$ cat src/rtl/seq_det_sched_pkg.sv
// seq_det_pkg: shared constants and types for the sequence-detector scheduler.
//   - FSM state encoding (IDLE, CLR, SHIFT, DRAIN, RESP)
//   - default frame width / detector latency and the latency ceiling
//   - requester id constants
package seq_det_pkg;

  localparam int W_DEF       = 8;
  localparam int DET_LAT_DEF = 1;
  localparam int DET_LAT_MAX = 3;

  localparam logic ID_REQ0 = 1'b0;
  localparam logic ID_REQ1 = 1'b1;

  localparam logic [2:0] S_IDLE  = 3'd0;
  localparam logic [2:0] S_CLR   = 3'd1;
  localparam logic [2:0] S_SHIFT = 3'd2;
  localparam logic [2:0] S_DRAIN = 3'd3;
  localparam logic [2:0] S_RESP  = 3'd4;

  typedef enum logic [2:0] {
    ST_IDLE  = S_IDLE,
    ST_CLR   = S_CLR,
    ST_SHIFT = S_SHIFT,
    ST_DRAIN = S_DRAIN,
    ST_RESP  = S_RESP
  } state_t;

endpackage

$ cat src/rtl/seq_det_sched_if.sv
// seq_det_sched_if: requester handshakes and response bus of the scheduler.
//   master: requester side (drives valid/data, sees ready and the response)
//   slave : scheduler side
interface seq_det_sched_if #(parameter int W = 8);
  localparam int CW = $clog2(W + 1);

  logic          req0_valid;
  logic [W-1:0]  req0_data;
  logic          req0_ready;
  logic          req1_valid;
  logic [W-1:0]  req1_data;
  logic          req1_ready;
  logic          rsp_valid;
  logic          rsp_id;
  logic [CW-1:0] rsp_count;

  modport master (
    output req0_valid, req0_data, req1_valid, req1_data,
    input  req0_ready, req1_ready, rsp_valid, rsp_id, rsp_count
  );

  modport slave (
    input  req0_valid, req0_data, req1_valid, req1_data,
    output req0_ready, req1_ready, rsp_valid, rsp_id, rsp_count
  );
endinterface

$ cat src/rtl/seq_det_sched_rr_arb2.sv
// rr_arb2: two-way round-robin arbiter.
//   i_clk, i_rst : clock, synchronous active-high reset
//   i_valid[1:0] : request lines
//   i_accept     : the current grant was taken; advance the pointer
//   o_grant[1:0] : one-hot grant (combinational)
module rr_arb2
  import seq_det_pkg::*;
(
  input  logic       i_clk,
  input  logic       i_rst,
  input  logic [1:0] i_valid,
  input  logic       i_accept,
  output logic [1:0] o_grant
);

  // id of the requester granted most recently; a tie goes to the other one
  logic r_last;

  always_comb begin
    o_grant = 2'b00;
    case (i_valid)
      2'b01:   o_grant = 2'b01;
      2'b10:   o_grant = 2'b10;
      2'b11:   o_grant = (r_last == ID_REQ1) ? 2'b01 : 2'b10;
      default: o_grant = 2'b00;
    endcase
  end

  // Reset as if requester 1 went last so requester 0 wins the first tie.
  always_ff @(posedge i_clk) begin
    if (i_rst)         r_last <= ID_REQ1;
    else if (i_accept) r_last <= o_grant[1];
  end

endmodule

$ cat src/rtl/seq_det_sched.sv
// seq_det_sched: arbitrates W-bit frames from two requesters, serializes the
// granted frame MSB-first onto the detector input, clears the detector first,
// counts detector hits over a latency-shifted window and reports the count
// tagged with the requester id.
//   i_clk, i_rst : clock, synchronous active-high reset
//   bus          : requester handshakes + response strobe (slave side)
//   o_det_in     : serial bit to the detector
//   o_det_clr    : detector clear (high during reset and in CLR)
//   i_det_out    : detector match pulse
//   o_busy       : high whenever the FSM is not in IDLE
module seq_det_sched
  import seq_det_pkg::*;
#(
  parameter int W       = W_DEF,
  parameter int DET_LAT = DET_LAT_DEF
) (
  input  logic             i_clk,
  input  logic             i_rst,
  seq_det_sched_if.slave   bus,
  output logic             o_det_in,
  output logic             o_det_clr,
  input  logic             i_det_out,
  output logic             o_busy
);

  localparam int CW  = $clog2(W + 1);
  // one counter spans SHIFT and DRAIN, so it must reach W+DET_LAT-1
  localparam int CYW = $clog2(W + DET_LAT_MAX + 1);
  localparam logic [CYW-1:0] LAST_SHIFT = CYW'(W - 1);
  localparam logic [CYW-1:0] LAST_WIN   = CYW'(W + DET_LAT - 1);

  state_t         r_state;
  logic [W-1:0]   r_sr;
  logic [CYW-1:0] r_cyc;
  logic [CW-1:0]  r_cnt;
  logic           r_id;
  logic           r_rsp_valid;
  logic           r_det_in;
  logic           r_det_clr;
  logic           r_busy;

  logic [1:0] w_valid;
  logic [1:0] w_grant;
  logic [1:0] w_ready;
  logic       w_accept;
  logic       w_win;

  assign w_valid  = {bus.req1_valid, bus.req0_valid};
  assign w_ready  = (r_state == ST_IDLE) ? w_grant : 2'b00;
  assign w_accept = |(w_ready & w_valid);

  // The window trails the serialized bits by DET_LAT cycles and ends with
  // the last DRAIN cycle.
  assign w_win = ((r_state == ST_SHIFT) || (r_state == ST_DRAIN)) &&
                 (int'(r_cyc) >= DET_LAT);

  rr_arb2 u_arb (
    .i_clk    (i_clk),
    .i_rst    (i_rst),
    .i_valid  (w_valid),
    .i_accept (w_accept),
    .o_grant  (w_grant)
  );

  // Outputs are registered one cycle ahead of the state they belong to:
  // det_in for SHIFT cycle k is loaded on the edge entering that cycle.
  always_ff @(posedge i_clk) begin
    if (i_rst) begin
      r_state     <= ST_IDLE;
      r_sr        <= '0;
      r_cyc       <= '0;
      r_cnt       <= '0;
      r_id        <= ID_REQ0;
      r_rsp_valid <= 1'b0;
      r_det_in    <= 1'b0;
      r_det_clr   <= 1'b1;
      r_busy      <= 1'b0;
    end else begin
      r_rsp_valid <= 1'b0;
      r_det_clr   <= 1'b0;
      r_det_in    <= 1'b0;
      if (w_win && i_det_out) r_cnt <= r_cnt + 1'b1;
      case (r_state)
        ST_IDLE: begin
          if (w_accept) begin
            r_state   <= ST_CLR;
            r_sr      <= w_grant[1] ? bus.req1_data : bus.req0_data;
            r_id      <= w_grant[1];
            r_det_clr <= 1'b1;
            r_busy    <= 1'b1;
          end
        end
        ST_CLR: begin
          r_state  <= ST_SHIFT;
          r_cyc    <= '0;
          r_cnt    <= '0;
          r_det_in <= r_sr[W-1];
          r_sr     <= {r_sr[W-2:0], 1'b0};
        end
        ST_SHIFT: begin
          r_cyc <= r_cyc + 1'b1;
          r_sr  <= {r_sr[W-2:0], 1'b0};
          if (r_cyc == LAST_SHIFT) begin
            if (DET_LAT == 0) begin
              r_state     <= ST_RESP;
              r_rsp_valid <= 1'b1;
            end else begin
              r_state <= ST_DRAIN;
            end
          end else begin
            r_det_in <= r_sr[W-1];
          end
        end
        ST_DRAIN: begin
          r_cyc <= r_cyc + 1'b1;
          if (r_cyc == LAST_WIN) begin
            r_state     <= ST_RESP;
            r_rsp_valid <= 1'b1;
          end
        end
        ST_RESP: begin
          r_state <= ST_IDLE;
          r_busy  <= 1'b0;
        end
        default: begin
          r_state <= ST_IDLE;
          r_busy  <= 1'b0;
        end
      endcase
    end
  end

  assign bus.req0_ready = w_ready[0];
  assign bus.req1_ready = w_ready[1];
  assign bus.rsp_valid  = r_rsp_valid;
  assign bus.rsp_id     = r_id;
  assign bus.rsp_count  = r_cnt;
  assign o_det_in       = r_det_in;
  assign o_det_clr      = r_det_clr;
  assign o_busy         = r_busy;

endmodule

$ cat src/flat_wrapper.sv
// flat-port wrapper written by rule: the top's interface ports become plain ports
module seq_det_sched_flat import seq_det_pkg::*;
#(
  parameter int W       = W_DEF,
  parameter int DET_LAT = DET_LAT_DEF
)
  (i_clk, i_rst, o_det_in, o_det_clr, i_det_out, o_busy, bus_req0_valid, bus_req0_data, bus_req1_valid, bus_req1_data, bus_req0_ready, bus_req1_ready, bus_rsp_valid, bus_rsp_id, bus_rsp_count);
  seq_det_sched_if #(.W(W)) bus_i ();
  input  logic i_clk;
  input  logic i_rst;
  output logic o_det_in;
  output logic o_det_clr;
  input  logic i_det_out;
  output logic o_busy;
  input wire logic [$bits(bus_i.req0_valid)-1:0] bus_req0_valid;
  input wire logic [$bits(bus_i.req0_data)-1:0] bus_req0_data;
  input wire logic [$bits(bus_i.req1_valid)-1:0] bus_req1_valid;
  input wire logic [$bits(bus_i.req1_data)-1:0] bus_req1_data;
  output wire logic [$bits(bus_i.req0_ready)-1:0] bus_req0_ready;
  output wire logic [$bits(bus_i.req1_ready)-1:0] bus_req1_ready;
  output wire logic [$bits(bus_i.rsp_valid)-1:0] bus_rsp_valid;
  output wire logic [$bits(bus_i.rsp_id)-1:0] bus_rsp_id;
  output wire logic [$bits(bus_i.rsp_count)-1:0] bus_rsp_count;
  assign bus_i.req0_valid = bus_req0_valid;
  assign bus_i.req0_data = bus_req0_data;
  assign bus_i.req1_valid = bus_req1_valid;
  assign bus_i.req1_data = bus_req1_data;
  assign bus_req0_ready = bus_i.req0_ready;
  assign bus_req1_ready = bus_i.req1_ready;
  assign bus_rsp_valid = bus_i.rsp_valid;
  assign bus_rsp_id = bus_i.rsp_id;
  assign bus_rsp_count = bus_i.rsp_count;
  seq_det_sched #(.W(W), .DET_LAT(DET_LAT)) u_core (.i_clk(i_clk), .i_rst(i_rst), .bus(bus_i), .o_det_in(o_det_in), .o_det_clr(o_det_clr), .i_det_out(i_det_out), .o_busy(o_busy));
endmodule
$ cat config.mk
export PLATFORM = sky130hd
export DESIGN_NAME = seq_det_sched_flat
export DESIGN_NICKNAME = d
export VERILOG_FILES = /design/src/rtl/seq_det_sched_pkg.sv /design/src/rtl/seq_det_sched_if.sv /design/src/rtl/seq_det_sched_rr_arb2.sv /design/src/rtl/seq_det_sched.sv /design/src/flat_wrapper.sv
export SDC_FILE = /design/constraint.sdc
export NUM_CORES = 1
export LEC_CHECK = 0
export BUFFER_PORTS_ARGS = -buffer_cell sky130_fd_sc_hd__clkbuf_2
export CORE_ASPECT_RATIO = 1.75
export CORE_MARGIN = 2
export CORE_UTILIZATION = 45
export CTS_CLUSTER_DIAMETER = 50
export DETAILED_ROUTE_END_ITERATION = 6
export PLACE_DENSITY = 0.69
export SYNTH_ARGS = -nofsm -noshare
export SYNTH_HDL_FRONTEND = slang
export SYNTH_SLANG_ARGS = --single-unit
$ cat constraint.sdc
create_clock -name i_clk -period 4.6 [get_ports i_clk]
set_input_delay 0.46 -clock i_clk [delete_from_list [all_inputs] [get_ports i_clk]]
set_output_delay 0.46 -clock i_clk [all_outputs]
set_load 0.05 [all_outputs]
==> flow_summary.ini <==
[floorplanning]
rows = 25
io_pins = 32
start_util = 0.472
die_area_um2 = 3310
core_area_um2 = 2720
die_w_um = 44.4
die_y_um = 74.7

[synth]
yosysSeqAreaShare = 0.390
synth-compound-area-share = 0.188
synth_top_cells_by_count = 27 x nor2_1, 25 x dfxtp_1, 8 x a21oi_1
synth_fp_nets = 171
syn_area_um2 = 1280
muxShareOfSynthArea = 0.0741
yosys.area.top_type_share = 0.390
postSynth.asyncResetShare = 0
synth_most_common_cell = nor2_1
synthFlopType = dfxtp_1
ys_top_cells_by_area = dfxtp_1 39%, nor2_1 7.9%, ha_1 3.9%
synth_seq_cells = 25
yosys.area_share.simple = 0.234
yosysWarnings = 0
synth_adder_area_share = 0.0390
netlist-cell-type-count = 39
yosysTopAreaCell = dfxtp_1
synth-xor-area-share = 0.0273
syn_inst = 146
synth_edf_count = 0
postSynthAreaPerCell_um2 = 8.79
synth_top_family_by_area = simple AND/OR/NAND/NOR gates

[finish]
fin_util = 0.545
antenna_cells = 0
layout.cells.non_filler = 202
finalInstanceArea_um2 = 1480
final_nets = 201
area_growth_pct = 15.5
fillers = 262
final_layout_size_suffix_gt1_frac = 0.286

[timing]
max_slew_margin = 0.460
hold_viol = 0
setup_viol = 0
min_period_ps = 2180
fmaxAchievable_mhz = 458
post-route-period-util = 0.475
skew_ps = 5.90
tns_ps = 0
rsz0062_at_grt = false
tightest_slew_ps = 804
final_max_slew_viol_count = 0

[detailed_routing]
postRouteAntennaNets = 0
via_per_inst = 5.61
drt_iter0_markers = 30
drt-pass1-iter-count = 4
drt_wl_total_um = 2830
vias = 1134
route.detailed.drc = 0
wl_per_cell_um = 14.0

[place]
numPortBuffers = 31
post-place-cells = 198
globalplace.congestion = 0.755
hpwl_um = 2210
placed_area_um2 = 1430

[power_and_ir_drop]
power.leakage_nw = 0.652
irDropWorstVdd_uv = 425
power.density_nw_per_um2 = 591
fin_total_pwr_uw = 877

[grt]
antenna_found_initial = 0
grt_pass1_vias = 1027
grt_overflow = 0
grt_start_max_net_pins = 21
gr-usage-all-layers = 0.177
grt_pass1_wl_um = 4410

[cts]
post_cts_buffers = 0
clk_path_buf_depth = 2
cts_resized = 0
cts-buffers-inserted = 3
clk_latency_ps = 260
cts.clk_slew.worst_paths_ps = 90
postCtsHoldBufs = 0
cts.sinks = 25
htreeDepth = 1
cts_tree = done
cts_root_buffer = clkbuf_8

[flow_run]
drv_cap = 0

[setup_path]
crit_type = flip-flop to output port
rrSetupSlack_ps = 2780
critPathRequiredTime_ps = 4140
timing.rr.start = u_core.r_state[1]
cp_max_fo = 16
crit_start = u_core.r_state[2]
end_kind = output port
crit_arrival_ps = 1720
crit_path_end = bus_req1_ready
critPathLaunchType = flip-flop
reg2reg_to = u_core.r_sr[4]
reg2regPathDepth = 4

[status]
status = finished, final reports clean

[worst_hold_path]
hold_class = flip-flop to flip-flop
min_path_cells = 2
==> placed cells by master (no fill, tap or decap), drive strengths merged, types with 2 or more instances in the layout <==
master,instances
a211oi,4
a21oi,9
a22oi,3
and3,3
clkbuf,34
dfxtp,25
ha,4
inv,6
mux2,4
mux2i,5
nand2,3
nand2b,4
nand4,2
nor2,27
nor2b,2
nor3,7
nor4,2
o21a,2
o21ai,5
o221a,4
or2,3
xnor2,2
xor2,2
==> cells by family after synthesis <==
logic type	count (synthesis)
and+or+nand+nor	59
DFF	25
buffers and inverters	12
AOI/OAI and AO/OA	33
xor gates and xnor gates	4
muxes	9
adders and majority gates	4
==> layout make-up <==
type / count / area [um^2] / share of cell area
multi-input cells: 109 / 722 / 0.487
flip-flops and latches: 25 / 500 / 0.338
repair buffers: 31 / 155 / 0.105
clock buffers: 3 / 41.3 / 0.0278
well taps: 27 / 33.8 / 0.0228
inverters: 6 / 22.5 / 0.0152
clock inverters: 1 / 7.51 / 0.00506
==> metrics by stage <==
stage,hold WS (ps),setup WS [ps]
final,462,2420
after global routing,485,2270
after CTS,461,2410
after detailed placement,449,2710
after global placement,447,2780
after floorplan,412,2570
==> how the worst min path moves through the flow <==
| stage | from | endpoint | slack [ps] |
|---|---|---|---|
| after global routing | u_core.r_sr[7] | u_core.o_det_in | 480 |
| after floorplan | u_core.r_sr[7] | u_core.o_det_in | 410 |
| after detailed placement | u_core.r_sr[7] | u_core.o_det_in | 450 |
| final | u_core.r_sr[7] | u_core.o_det_in | 460 |
| after global placement | u_core.r_sr[7] | u_core.o_det_in | 450 |
| after CTS | u_core.r_sr[7] | u_core.o_det_in | 460 |
==> report_power, final <==
part	internal (mW)	switching [mW]	leakage [nW]
sequential	0.277	0.0557	0.206
combinational	0.165	0.250	0.424
clock	0.0612	0.0679	0.0217
==> flip-flops by register name, summed over array words and instances, names as in the netlist <==
name and count:
u_core.bus.rsp_count 4, u_core.r_sr 8, u_core.r_cyc 4, u_core.o_busy 1, u_core.r_state 3, u_core.bus.rsp_valid 1
u_core.bus.rsp_id 1, u_core.o_det_clr 1, u_core.u_arb.r_last 1, u_core.o_det_in 1
==> worst max-delay path: stages (launching register included) <==
cell and delay [ps]:
dfxtp_1 470, nor3_1 280, nor2b_1 250, and2_1 180
clkbuf_2 280
==> metal layers <==
layer  global-route usage  vias up  wire [um]
met2                0.337       24       1580
met5                    0        -          0
met4               0.0606        0         23
met3               0.0240        2         79
met1                0.195      528       1140
li1                     -      580          -
No activity file was read; power rests on OpenSTA's default activity.
